`config.mk`:
```
export PLATFORM = sky130hd
export DESIGN_NAME = apb_master_bridge_flat
export DESIGN_NICKNAME = d
export VERILOG_FILES = /design/src/rtl/apb_master_bridge_if.sv /design/src/rtl/apb_master_bridge.sv /design/src/flat_wrapper.sv
export SDC_FILE = /design/constraint.sdc
export NUM_CORES = 1
export LEC_CHECK = 0
export BUFFER_PORTS_ARGS = -buffer_cell sky130_fd_sc_hd__buf_2
export CAP_MARGIN = 25
export CORE_ASPECT_RATIO = 0.9
export CORE_UTILIZATION = 46
export CTS_CLUSTER_SIZE = 16
export DETAILED_ROUTE_END_ITERATION = 16
export PLACE_DENSITY = 0.8
export SLEW_MARGIN = 10
export SYNTH_ARGS = -nofsm -noshare
export SYNTH_HDL_FRONTEND = slang
export SYNTH_SLANG_ARGS = --single-unit
```
`constraint.sdc`:
```
create_clock -name PCLK -period 1.64 [get_ports PCLK]
set_clock_uncertainty 0.1 [all_clocks]
set_input_delay 0.082 -clock PCLK [delete_from_list [all_inputs] [get_ports PCLK]]
set_output_delay 0.082 -clock PCLK [all_outputs]
set_load 0.005 [all_outputs]
```
`src/rtl/apb_master_bridge_if.sv`:
```
// Command/response handshake plus APB master signals for apb_master_bridge.
// The master modport is the bridge's view; the slave modport is its environment.
interface apb_master_bridge_if #(
    parameter int unsigned ADDR_WIDTH = 32,
    parameter int unsigned DATA_WIDTH = 32
);
    logic                  cmd_valid;
    logic                  cmd_ready;
    logic                  cmd_write;
    logic [ADDR_WIDTH-1:0] cmd_addr;
    logic [DATA_WIDTH-1:0] cmd_wdata;

    logic                  rsp_valid;
    logic                  rsp_ready;
    logic [DATA_WIDTH-1:0] rsp_rdata;
    logic                  rsp_err;

    logic [ADDR_WIDTH-1:0] PADDR;
    logic                  PWRITE;
    logic [DATA_WIDTH-1:0] PWDATA;
    logic                  PSEL;
    logic                  PENABLE;
    logic [DATA_WIDTH-1:0] PRDATA;
    logic                  PREADY;
    logic                  PSLVERR;

    modport master (
        input  cmd_valid, cmd_write, cmd_addr, cmd_wdata,
        output cmd_ready,
        output rsp_valid, rsp_rdata, rsp_err,
        input  rsp_ready,
        output PADDR, PWRITE, PWDATA, PSEL, PENABLE,
        input  PRDATA, PREADY, PSLVERR
    );

    modport slave (
        output cmd_valid, cmd_write, cmd_addr, cmd_wdata,
        input  cmd_ready,
        input  rsp_valid, rsp_rdata, rsp_err,
        output rsp_ready,
        input  PADDR, PWRITE, PWDATA, PSEL, PENABLE,
        output PRDATA, PREADY, PSLVERR
    );
endinterface

```
`src/rtl/apb_master_bridge.sv`:
```
// Single-outstanding APB master: turns one valid/ready command into a SETUP/ACCESS
// sequence and returns PRDATA/PSLVERR (or a PREADY timeout abort) as a response.
module apb_master_bridge #(
    parameter int unsigned ADDR_WIDTH = 32,
    parameter int unsigned DATA_WIDTH = 32,
    parameter int unsigned TIMEOUT    = 16
) (
    input logic                PCLK,
    input logic                PRESETn,
    apb_master_bridge_if.master bus
);
    localparam int unsigned CNT_W      = (TIMEOUT > 1) ? $clog2(TIMEOUT) : 1;
    localparam int unsigned CNT_LAST   = (TIMEOUT > 0) ? TIMEOUT - 1 : 0;
    localparam bit          TIMEOUT_EN = (TIMEOUT != 0);

    typedef enum logic [1:0] {
        IDLE   = 2'd0,
        SETUP  = 2'd1,
        ACCESS = 2'd2,
        RESP   = 2'd3
    } state_t;

    state_t                state_q, state_d;
    logic [ADDR_WIDTH-1:0] paddr_q, paddr_d;
    logic                  pwrite_q, pwrite_d;
    logic [DATA_WIDTH-1:0] pwdata_q, pwdata_d;
    logic                  psel_q, psel_d;
    logic                  penable_q, penable_d;
    logic                  rsp_valid_q, rsp_valid_d;
    logic [DATA_WIDTH-1:0] rsp_rdata_q, rsp_rdata_d;
    logic                  rsp_err_q, rsp_err_d;
    logic [CNT_W-1:0]      wait_cnt_q, wait_cnt_d;
    logic                  timeout_hit;

    // Last permitted ACCESS cycle reached (never true when the timeout is disabled).
    assign timeout_hit = TIMEOUT_EN && (wait_cnt_q == CNT_W'(CNT_LAST));

    always_ff @(posedge PCLK) begin
        if (!PRESETn) begin
            state_q     <= IDLE;
            paddr_q     <= '0;
            pwrite_q    <= 1'b0;
            pwdata_q    <= '0;
            psel_q      <= 1'b0;
            penable_q   <= 1'b0;
            rsp_valid_q <= 1'b0;
            rsp_rdata_q <= '0;
            rsp_err_q   <= 1'b0;
            wait_cnt_q  <= '0;
        end else begin
            state_q     <= state_d;
            paddr_q     <= paddr_d;
            pwrite_q    <= pwrite_d;
            pwdata_q    <= pwdata_d;
            psel_q      <= psel_d;
            penable_q   <= penable_d;
            rsp_valid_q <= rsp_valid_d;
            rsp_rdata_q <= rsp_rdata_d;
            rsp_err_q   <= rsp_err_d;
            wait_cnt_q  <= wait_cnt_d;
        end
    end

    always_comb begin
        state_d     = state_q;
        paddr_d     = paddr_q;
        pwrite_d    = pwrite_q;
        pwdata_d    = pwdata_q;
        psel_d      = psel_q;
        penable_d   = penable_q;
        rsp_valid_d = rsp_valid_q;
        rsp_rdata_d = rsp_rdata_q;
        rsp_err_d   = rsp_err_q;
        wait_cnt_d  = wait_cnt_q;

        unique case (state_q)
            IDLE: begin
                if (bus.cmd_valid) begin
                    paddr_d  = bus.cmd_addr;
                    pwrite_d = bus.cmd_write;
                    pwdata_d = bus.cmd_wdata;
                    psel_d   = 1'b1;
                    state_d  = SETUP;
                end
            end
            SETUP: begin
                penable_d  = 1'b1;
                wait_cnt_d = '0;
                state_d    = ACCESS;
            end
            ACCESS: begin
                // A completing slave wins over a timeout on the same edge.
                if (bus.PREADY) begin
                    psel_d      = 1'b0;
                    penable_d   = 1'b0;
                    rsp_err_d   = bus.PSLVERR;
                    rsp_rdata_d = pwrite_q ? '0 : bus.PRDATA;
                    rsp_valid_d = 1'b1;
                    state_d     = RESP;
                end else if (timeout_hit) begin
                    psel_d      = 1'b0;
                    penable_d   = 1'b0;
                    rsp_err_d   = 1'b1;
                    rsp_rdata_d = '0;
                    rsp_valid_d = 1'b1;
                    state_d     = RESP;
                end else begin
                    wait_cnt_d = wait_cnt_q + CNT_W'(1);
                end
            end
            RESP: begin
                if (bus.rsp_ready) begin
                    rsp_valid_d = 1'b0;
                    state_d     = IDLE;
                end
            end
            default: state_d = IDLE;
        endcase
    end

    assign bus.cmd_ready = (state_q == IDLE) & PRESETn;
    assign bus.rsp_valid = rsp_valid_q;
    assign bus.rsp_rdata = rsp_rdata_q;
    assign bus.rsp_err   = rsp_err_q;
    assign bus.PADDR     = paddr_q;
    assign bus.PWRITE    = pwrite_q;
    assign bus.PWDATA    = pwdata_q;
    assign bus.PSEL      = psel_q;
    assign bus.PENABLE   = penable_q;
endmodule

```
`src/flat_wrapper.sv`:
```
// flat-port wrapper written by rule: the top's interface ports become plain ports
module apb_master_bridge_flat 
#(
    parameter int unsigned ADDR_WIDTH = 32,
    parameter int unsigned DATA_WIDTH = 32,
    parameter int unsigned TIMEOUT    = 16
)
  (PCLK, PRESETn, bus_cmd_valid, bus_cmd_write, bus_cmd_addr, bus_cmd_wdata, bus_cmd_ready, bus_rsp_valid, bus_rsp_rdata, bus_rsp_err, bus_rsp_ready, bus_PADDR, bus_PWRITE, bus_PWDATA, bus_PSEL, bus_PENABLE, bus_PRDATA, bus_PREADY, bus_PSLVERR);
  apb_master_bridge_if #(.ADDR_WIDTH(ADDR_WIDTH), .DATA_WIDTH(DATA_WIDTH)) bus_i ();
  input logic PCLK;
  input logic PRESETn;
  input wire logic [$bits(bus_i.cmd_valid)-1:0] bus_cmd_valid;
  input wire logic [$bits(bus_i.cmd_write)-1:0] bus_cmd_write;
  input wire logic [$bits(bus_i.cmd_addr)-1:0] bus_cmd_addr;
  input wire logic [$bits(bus_i.cmd_wdata)-1:0] bus_cmd_wdata;
  output wire logic [$bits(bus_i.cmd_ready)-1:0] bus_cmd_ready;
  output wire logic [$bits(bus_i.rsp_valid)-1:0] bus_rsp_valid;
  output wire logic [$bits(bus_i.rsp_rdata)-1:0] bus_rsp_rdata;
  output wire logic [$bits(bus_i.rsp_err)-1:0] bus_rsp_err;
  input wire logic [$bits(bus_i.rsp_ready)-1:0] bus_rsp_ready;
  output wire logic [$bits(bus_i.PADDR)-1:0] bus_PADDR;
  output wire logic [$bits(bus_i.PWRITE)-1:0] bus_PWRITE;
  output wire logic [$bits(bus_i.PWDATA)-1:0] bus_PWDATA;
  output wire logic [$bits(bus_i.PSEL)-1:0] bus_PSEL;
  output wire logic [$bits(bus_i.PENABLE)-1:0] bus_PENABLE;
  input wire logic [$bits(bus_i.PRDATA)-1:0] bus_PRDATA;
  input wire logic [$bits(bus_i.PREADY)-1:0] bus_PREADY;
  input wire logic [$bits(bus_i.PSLVERR)-1:0] bus_PSLVERR;
  assign bus_i.cmd_valid = bus_cmd_valid;
  assign bus_i.cmd_write = bus_cmd_write;
  assign bus_i.cmd_addr = bus_cmd_addr;
  assign bus_i.cmd_wdata = bus_cmd_wdata;
  assign bus_cmd_ready = bus_i.cmd_ready;
  assign bus_rsp_valid = bus_i.rsp_valid;
  assign bus_rsp_rdata = bus_i.rsp_rdata;
  assign bus_rsp_err = bus_i.rsp_err;
  assign bus_i.rsp_ready = bus_rsp_ready;
  assign bus_PADDR = bus_i.PADDR;
  assign bus_PWRITE = bus_i.PWRITE;
  assign bus_PWDATA = bus_i.PWDATA;
  assign bus_PSEL = bus_i.PSEL;
  assign bus_PENABLE = bus_i.PENABLE;
  assign bus_i.PRDATA = bus_PRDATA;
  assign bus_i.PREADY = bus_PREADY;
  assign bus_i.PSLVERR = bus_PSLVERR;
  apb_master_bridge #(.ADDR_WIDTH(ADDR_WIDTH), .DATA_WIDTH(DATA_WIDTH), .TIMEOUT(TIMEOUT)) u_core (.PCLK(PCLK), .PRESETn(PRESETn), .bus(bus_i));
endmodule
```
==> key figures, run 1 <==
Status
  • Status: completed

Synthesis
  • Syn nets: 606
  • Seq/Total Area, Yosys: between 50% and 60%
  • Synthesized area per cell: 8.27 um2
  • Cell count after synthesis: 498
  • Post-synthesis cell type count: 31
  • Number of flops mapped to enable cells by yosys: 0
  • FF+latch count, synth: 107
  • Mapped Area: 4120 um2
  • Synth warn: 0
  • Ys flop type: dfxtp_1
  • Asr flop ratio synth: 0%

Placement
  • Post-detailed-placement half-perimeter wirelength: between 7000 and 8000 um
  • DP Worst Slack: 0.00848 ns
  • GPL Wtd Cong: 0.780
  • IO Port Bufs: between 200 and 250

Floorplanning
  • Die X: 102 um
  • Initial core utilization: 47.8%
  • Rows: 32
  • I/O pin count: 205
  • Die H: ~90 um
  • Core ar.: 8610 um2
  • Die footprint: 9330 um2

Cells and area
  • Diodes inserted: 0
  • Synthesis-to-layout area growth: 60.0%
  • Fraction of layout cells with a size suffix above 1: 31.7%
  • Nets: 896

CTS
  • Postcts setup bufs: 0
  • H-tree Lvls: 3
  • Sink Count: 107
  • Clock Path Buffers: 2
  • CTS tree: done
  • Worst skew pair latency: 0.35 ns
  • Clock transition at path regs: 0.10 ns
  • CTS root buf: clkbuf_8
  • CTS Buf Count: 9

Critical path
  • CP arrival: ~1.7 ns
  • Crit start category: flip-flop
  • Kind of capture point of the worst setup path: flip-flop
  • Worst endpoint required time: 1.82 ns
  • Worst-path maximum fanout: 3
  • CP Class: flip-flop to flip-flop

Drt
  • ANT nets after route: 0
  • Routed len/inst: 14.7 um
  • Vias per cell: a little over 5
  • DRC errors left: 0
  • DR pass1 iterations: 5
  • Total number of vias: 4608
  • Routed WL: 13400 um
  • DR iter-0 viols: 145

Pwr
  • Psw: 2.26 mW
  • Pint: 5.04 mW
  • Peak supply drop: 0.632 mV
  • LEAKAGE: slightly above 3 nW
  • Part of the power in registers: 42.8%
  • Logic pwr share: 31.2%
  • Sw Ratio: 31.0%
  • Pwr Density: 1110 nW/um2
  • Clk pwr share: a little over a quarter

STA
  • Final WS setup: 0.0801 ns
  • Tmin final: 1.56 ns
  • Fin. Hold Viols: 0
  • RSZ-0062 raised after global routing: no
  • Max-slew headroom: 71.4%
  • Fmax: 641 MHz
  • Setup_tns: 0 ns
  • Slew @ Worst Pin: 0.428 ns
  • Max-slew violation count: 0
  • Final setup viols: 0
  • Period Utilization, post-route: between 90% and 100%

Global routing
  • First-pass GRT wire length: 20200 um
  • Total grt overflow: 0
  • Initial antenna violation count: 0
  • Vias in the first global route: 4476
  • Largest net degree at the start of global routing: 66
  • Total Routing Usage GR: 27.1%

Worst hold path
  • Worst Hold Class: input port to flip-flop

Run
  • # Max-Cap Violations: 0
==> Yosys cell counts (2+ instances only) <==
master | number | share of area, %
clkbuf_1 | 21 | 1.9
o21ai_0 | 2 | 0.24
a31oi_1 | 4 | 0.61
nand2_1 | 174 | 16
dfxtp_1 | 107 | 52
buf_6 | 7 | 1.9
ha_1 | 5 | 1.5
nand3_1 | 2 | 0.24
a211oi_1 | 2 | 0.36
and2_1 | 2 | 0.30
a31o_1 | 31 | 6.6
buf_2 | 12 | 1.5
a21oi_1 | 99 | 12
o21a_1 | 2 | 0.36
nor2_1 | 3 | 0.27
nand2b_1 | 3 | 0.46
o22ai_1 | 2 | 0.30
a31o_2 | 2 | 0.43
inv_1 | 6 | 0.55
==> per-stage QoR <==
stage	total power, mW	hold WS, ns	instance area [um2]	util [%]	instances
2_1_floorplan	4.27	0.116	4120	-	498
3_3_place_gp	5.01	0.198	5290	61.5	795
3_5_place_dp	5.08	0.204	5290	61.5	795
4_1_cts	7.14	0.0234	6520	75.8	909
5_1_grt	7.70	0.0498	6590	76.5	911
6_report	7.29	0.0453	6590	76.5	911
==> worst max-delay path, cell delays in order (launching register included) <==
cell	delay [ns]
dfxtp_1	0.35
inv_2	0.09
ha_2	0.20
inv_1	0.08
buf_4	0.15
or3_1	0.36
a31oi_1	0.16
==> layer usage <==
metal	vias up	GRT usage (%)	part of all wire, %	wire length (um)
li1	2239	-	-	-
met1	2129	29.3	39	5240
met2	209	49.3	50	6760
met3	31	7.62	8.1	1080
met4	0	10.6	2.4	320
met5	-	0	0	0
==> what timing repair did <==
item                                   in CTS  in global routing
gates resized for setup                     1                  5
setup endpoints to repair                   2                 91
gates cloned                                0                  2
endpoints found under the hold margin      99                  0
hold buffers                               99                  0
==> cells in the final DEF, fill, tap and decap left out, types with 4 or more instances in the layout <==
| cell type | synthesis | final |
|---|---|---|
| a21oi_1 | 99 | 99 |
| a31o_1 | 31 | 30 |
| a31oi_1 | 4 | 4 |
| buf_12 | 0 | 9 |
| buf_2 | 12 | 204 |
| buf_4 | 1 | 6 |
| clkbuf_8 | 0 | 10 |
| dfxtp_1 | 107 | 107 |
| dlygate4sd3_1 | 0 | 99 |
| inv_1 | 6 | 5 |
| nand2_1 | 174 | 173 |
==> registers in the layout, summed over array words and instances, names as in the netlist <==
register,cells
u_core.bus.PADDR,32
u_core.bus.PENABLE,1
u_core.bus.PSEL,1
u_core.bus.PWDATA,32
u_core.bus.PWRITE,1
u_core.bus.rsp_err,1
u_core.bus.rsp_rdata,32
u_core.bus.rsp_valid,1
u_core.state_q,2
u_core.wait_cnt_q,4
==> cell type report <==
| type | count | area, um2 |
|---|---|---|
| timing repair buffer | 320 | 2290 |
| sequential | 107 | 2140 |
| fill | 616 | 2020 |
| multi-input combinational | 343 | 1740 |
| tap | 119 | 149 |
| clock buffer | 11 | 141 |
| clock inverter | 4 | 98.8 |
| inverter | 7 | 26.3 |
==> cell families (layout without fill, tap and decap cells) <==
family | after synthesis | count (layout) | synth area share (%)
compound gates | 150 | 150 | 22.4
flops | 107 | 107 | 52.0
mux | 1 | 1 | 0.243
fa+ha+maj | 5 | 5 | 1.52
buf+inv | 48 | 342 | 6.11
simple gates | 187 | 187 | 17.7
==> power by group through the flow <==
stage                     sequential (mW)  clock (mW)  combinational [mW]
final                                3.12        1.89                2.28
after global routing                 3.15        2.04                2.51
after CTS                            3.10        1.93                2.10
after detailed placement             3.16           0                1.91
after global placement               3.14           0                1.87
after floorplan                      3.19           0                1.08
==> path summary, 6_finish.rpt <==
| check | startpoint | to | slack (ns) | depth (start not counted) |
|---|---|---|---|---|
| worst max register to register | u_core.state_q[0]$_SDFFE_PN0P_ | u_core.bus.rsp_valid$_SDFFE_PN0P_ | 0.08 | 6 |
| worst max-delay path | u_core.state_q[0]$_SDFFE_PN0P_ | u_core.bus.rsp_valid$_SDFFE_PN0P_ | 0.08 | 6 |
| worst min register to register | u_core.bus.PADDR[8]$_SDFFE_PN0P_ | u_core.bus.PADDR[8]$_SDFFE_PN0P_ | 0.35 | 2 |
| worst min-delay path | bus_PREADY | u_core.bus.rsp_err$_SDFFE_PN0P_ | 0.05 | 3 |
Note: power is estimated with default switching activity, not from simulation.
==> run 2: changes to the inputs <==
- CORE_UTILIZATION: 46 -> 41
- PLACE_DENSITY: 0.8 -> 0.76
- SKIP_CTS_REPAIR_TIMING: unset -> 1
- clock period: 1.64 -> 1.4 ns (I/O delays scaled with it)
==> key figures, run 2 (synthesis gave the netlist of run 1 again) <==
Status
  • Status: complete, but fails checks
  • Failing checks: setup timing

Critical path
  • Worst-path maximum fanout: 3 (unchanged)
  • CP most frequent cell: buf_6
  • Slowest stage delay, CP: 0.35 ns (about the same)
  • Crit start category: flip-flop
  • CP arrival: 1.37 ns (-0.37 ns)
  • Kind of capture point of the worst setup path: output pin
  • Worst path slowest cell: dfxtp_2
  • CP Class: flip-flop to output pin
  • CP cell instances: inv_2 -> buf_6 -> ha_4 -> buf_6 -> and2_4 -> buf_6
  • Worst endpoint required time: 1.23 ns (-0.59 ns)

Global routing
  • Vias in the first global route: 3816 (-15%)
  • Total grt overflow: 0 (unchanged)
  • First-pass GRT wire length: 17200 um (-15%)
  • Largest net degree at the start of global routing: 50 (-24%)
  • Total Routing Usage GR: 20.5% (-6.6 points)
  • Initial antenna violation count: 1 (+1)

Cells and area
  • Most common cell after layout, fill and taps aside: buf_2
  • Synthesis-to-layout area growth: 67.0%
  • Nets: 914 (+2.0%)
  • Fraction of layout cells with a size suffix above 1: 35.3% (+3.6 points)
  • Commonest cells after routing, fill and taps aside: buf_2 (203), nand2_1 (173), dfxtp_1 (102), dlygate4sd3_1 (100), a21oi_1 (88)
  • Fin area: 6870 um2 (+4.4%)
  • Fill count: 722 (+17%)
  • Area occupied by multi-input gates: 1860 um2 (+6.9%)
  • FF+latch area: 2150 um2 (+0.29%)

STA
  • Period Utilization, post-route: 110%
  • Max-slew violation count: 0 (unchanged)
  • Fmax: 648 MHz
  • Slew @ Worst Pin: 0.382 ns (-0.0463 ns)
  • Fin. Hold Viols: 0 (unchanged)
  • RSZ-0062 raised after global routing: yes
  • Final setup viols: 99 (+99)
  • Setup_tns: -4.17 ns (-4.17 ns)
  • Final WS setup: -0.144 ns (-0.224 ns)
  • Max-slew headroom: 74.5% (+3.1 points)
  • Tmin final: 1.54 ns

Floorplanning
  • Rows: 34 (+6.3%)
  • Core ar.: 9700 um2 (+13%)
  • Initial core utilization: 42.4% (-5.4 points)
  • Die footprint: 10400 um2 (+12%)
  • Die X: 108 um (+5.8%)
  • Die H: 97.1 um (+5.8%)
  • I/O pin count: 205 (unchanged)

Drt
  • DR iter-0 viols: 371 (+160%)
  • DRC errors left: 0 (unchanged)
  • Vias per cell: 5.12 (+1.3%)
  • Routed len/inst: 15.4 um (+5.1%)
  • Routed WL: 14500 um (+8.2%)
  • Total number of vias: 4807 (+4.3%)
  • ANT nets after route: 0 (unchanged)
  • DR pass1 iterations: 5 (unchanged)

Worst hold path
  • Worst Hold Class: input port to flip-flop

Pwr
  • Peak supply drop: 0.982 mV (+55%)
  • LEAKAGE: 3.16 nW (+3.5%)
  • Pwr Density: 1250 nW/um2 (+13%)

Placement
  • IO Port Bufs: 204 (unchanged)
  • DP Area: 5380 um2 (+1.6%)
  • Post-detailed-placement half-perimeter wirelength: 7890 um (+7.0%)
  • GPL Wtd Cong: 0.749 (-4.0%)

CTS
  • Worst skew pair latency: 0.37 ns (+0.02 ns)
  • CTS Buf Count: 9 (unchanged)
  • H-tree Lvls: 3 (unchanged)
  • Clock transition at path regs: 0.10 ns (about the same)
  • Clock Path Buffers: 2 (unchanged)
  • CTS tree: done
  • CTS root buf: clkbuf_8
  • Sink Count: 107 (unchanged)

Run
  • # Max-Cap Violations: 0 (unchanged)
-- run 2: cell types whose count changed in the layout (fill, tap and decap cells not counted), moves of 2 or more --
cell       delta
dfxtp_2       +5
clkinv_4      +3
a31o_2        -2
dfxtp_1       -5
buf_4         +9
buf_6         +5
ha_2          -3
bufinv_16     -2
a21oi_1      -11
ha_4          +2
a21oi_2      +10
nor2_4        +2
a31o_4        +2
-- run 2: final cells by class --
| type | count | area share [%] |
|---|---|---|
| repair buffers | 337 | 36.0 |
| flip-flops and latches | 107 | 31.3 |
| diodes | 1 | 0.0364 |
| well taps | 126 | 2.29 |
| multi-input cells | 344 | 27.1 |
| inverters | 7 | 0.382 |
| clock inverters | 6 | 1.07 |
| clock buffers | 10 | 1.86 |
-- run 2: power by group --
| group | total [mW] | switching (mW) | internal (mW) |
|---|---|---|---|
| Sequential | 3.66 | 0.211 | 3.45 |
| Clock | 1.93 | 1.08 | 0.848 |
| Combinational | 3.02 | 1.58 | 1.44 |
| Total | 8.61 | 2.87 | 5.74 |
-- run 2: final timing paths --
| check | startpoint | endpoint | slack (ns) | cells after the start |
|---|---|---|---|---|
| hold / removal | bus_PREADY | u_core.bus.rsp_err$_SDFFE_PN0P_ | 0.04 | 3 |
| setup / recovery | u_core.state_q[0]$_SDFFE_PN0P_ | bus_cmd_ready | -0.14 | 6 |
| hold reg to reg | u_core.bus.PADDR[11]$_SDFFE_PN0P_ | u_core.bus.PADDR[11]$_SDFFE_PN0P_ | 0.36 | 2 |
| setup reg to reg | u_core.state_q[0]$_SDFFE_PN0P_ | u_core.bus.rsp_valid$_SDFFE_PN0P_ | -0.11 | 6 |
-- run 2: critical path: cells and delay by family (launching register included) --
kind | cells | cell delay [ns]
adder cells (fa/ha/maj) | 1 | 0.16
buffers and inverters | 4 | 0.37
flip-flops | 1 | 0.35
AND/OR/NAND/NOR | 1 | 0.13
-- run 2: per-layer routing --
metal | global-route usage, % | share of wire [%] | wire length (um) | up-vias
met3 | 8.12 | 9.6 | 1390 | 38
met1 | 22.3 | 38 | 5450 | 2221
met2 | 35.9 | 50 | 7320 | 254
met5 | 0 | 0 | 0 | -
met4 | 6.64 | 2.3 | 330 | 0
li1 | - | - | - | 2294
-- run 2: stage by stage --
step	instances	setup slack (ns)	total power, mW	utilization, %	hold WS (ns)
final	938	-0.144	8.61	70.9	0.0427
after global routing	938	-0.198	9.07	70.9	0.0305
after CTS	828	-0.317	8.01	57.5	-0.207
after detailed placement	812	-0.288	6.10	55.5	0.190
after global placement	812	-0.220	6.00	55.5	0.186
after floorplan	498	-0.0218	5.06	-	0.104
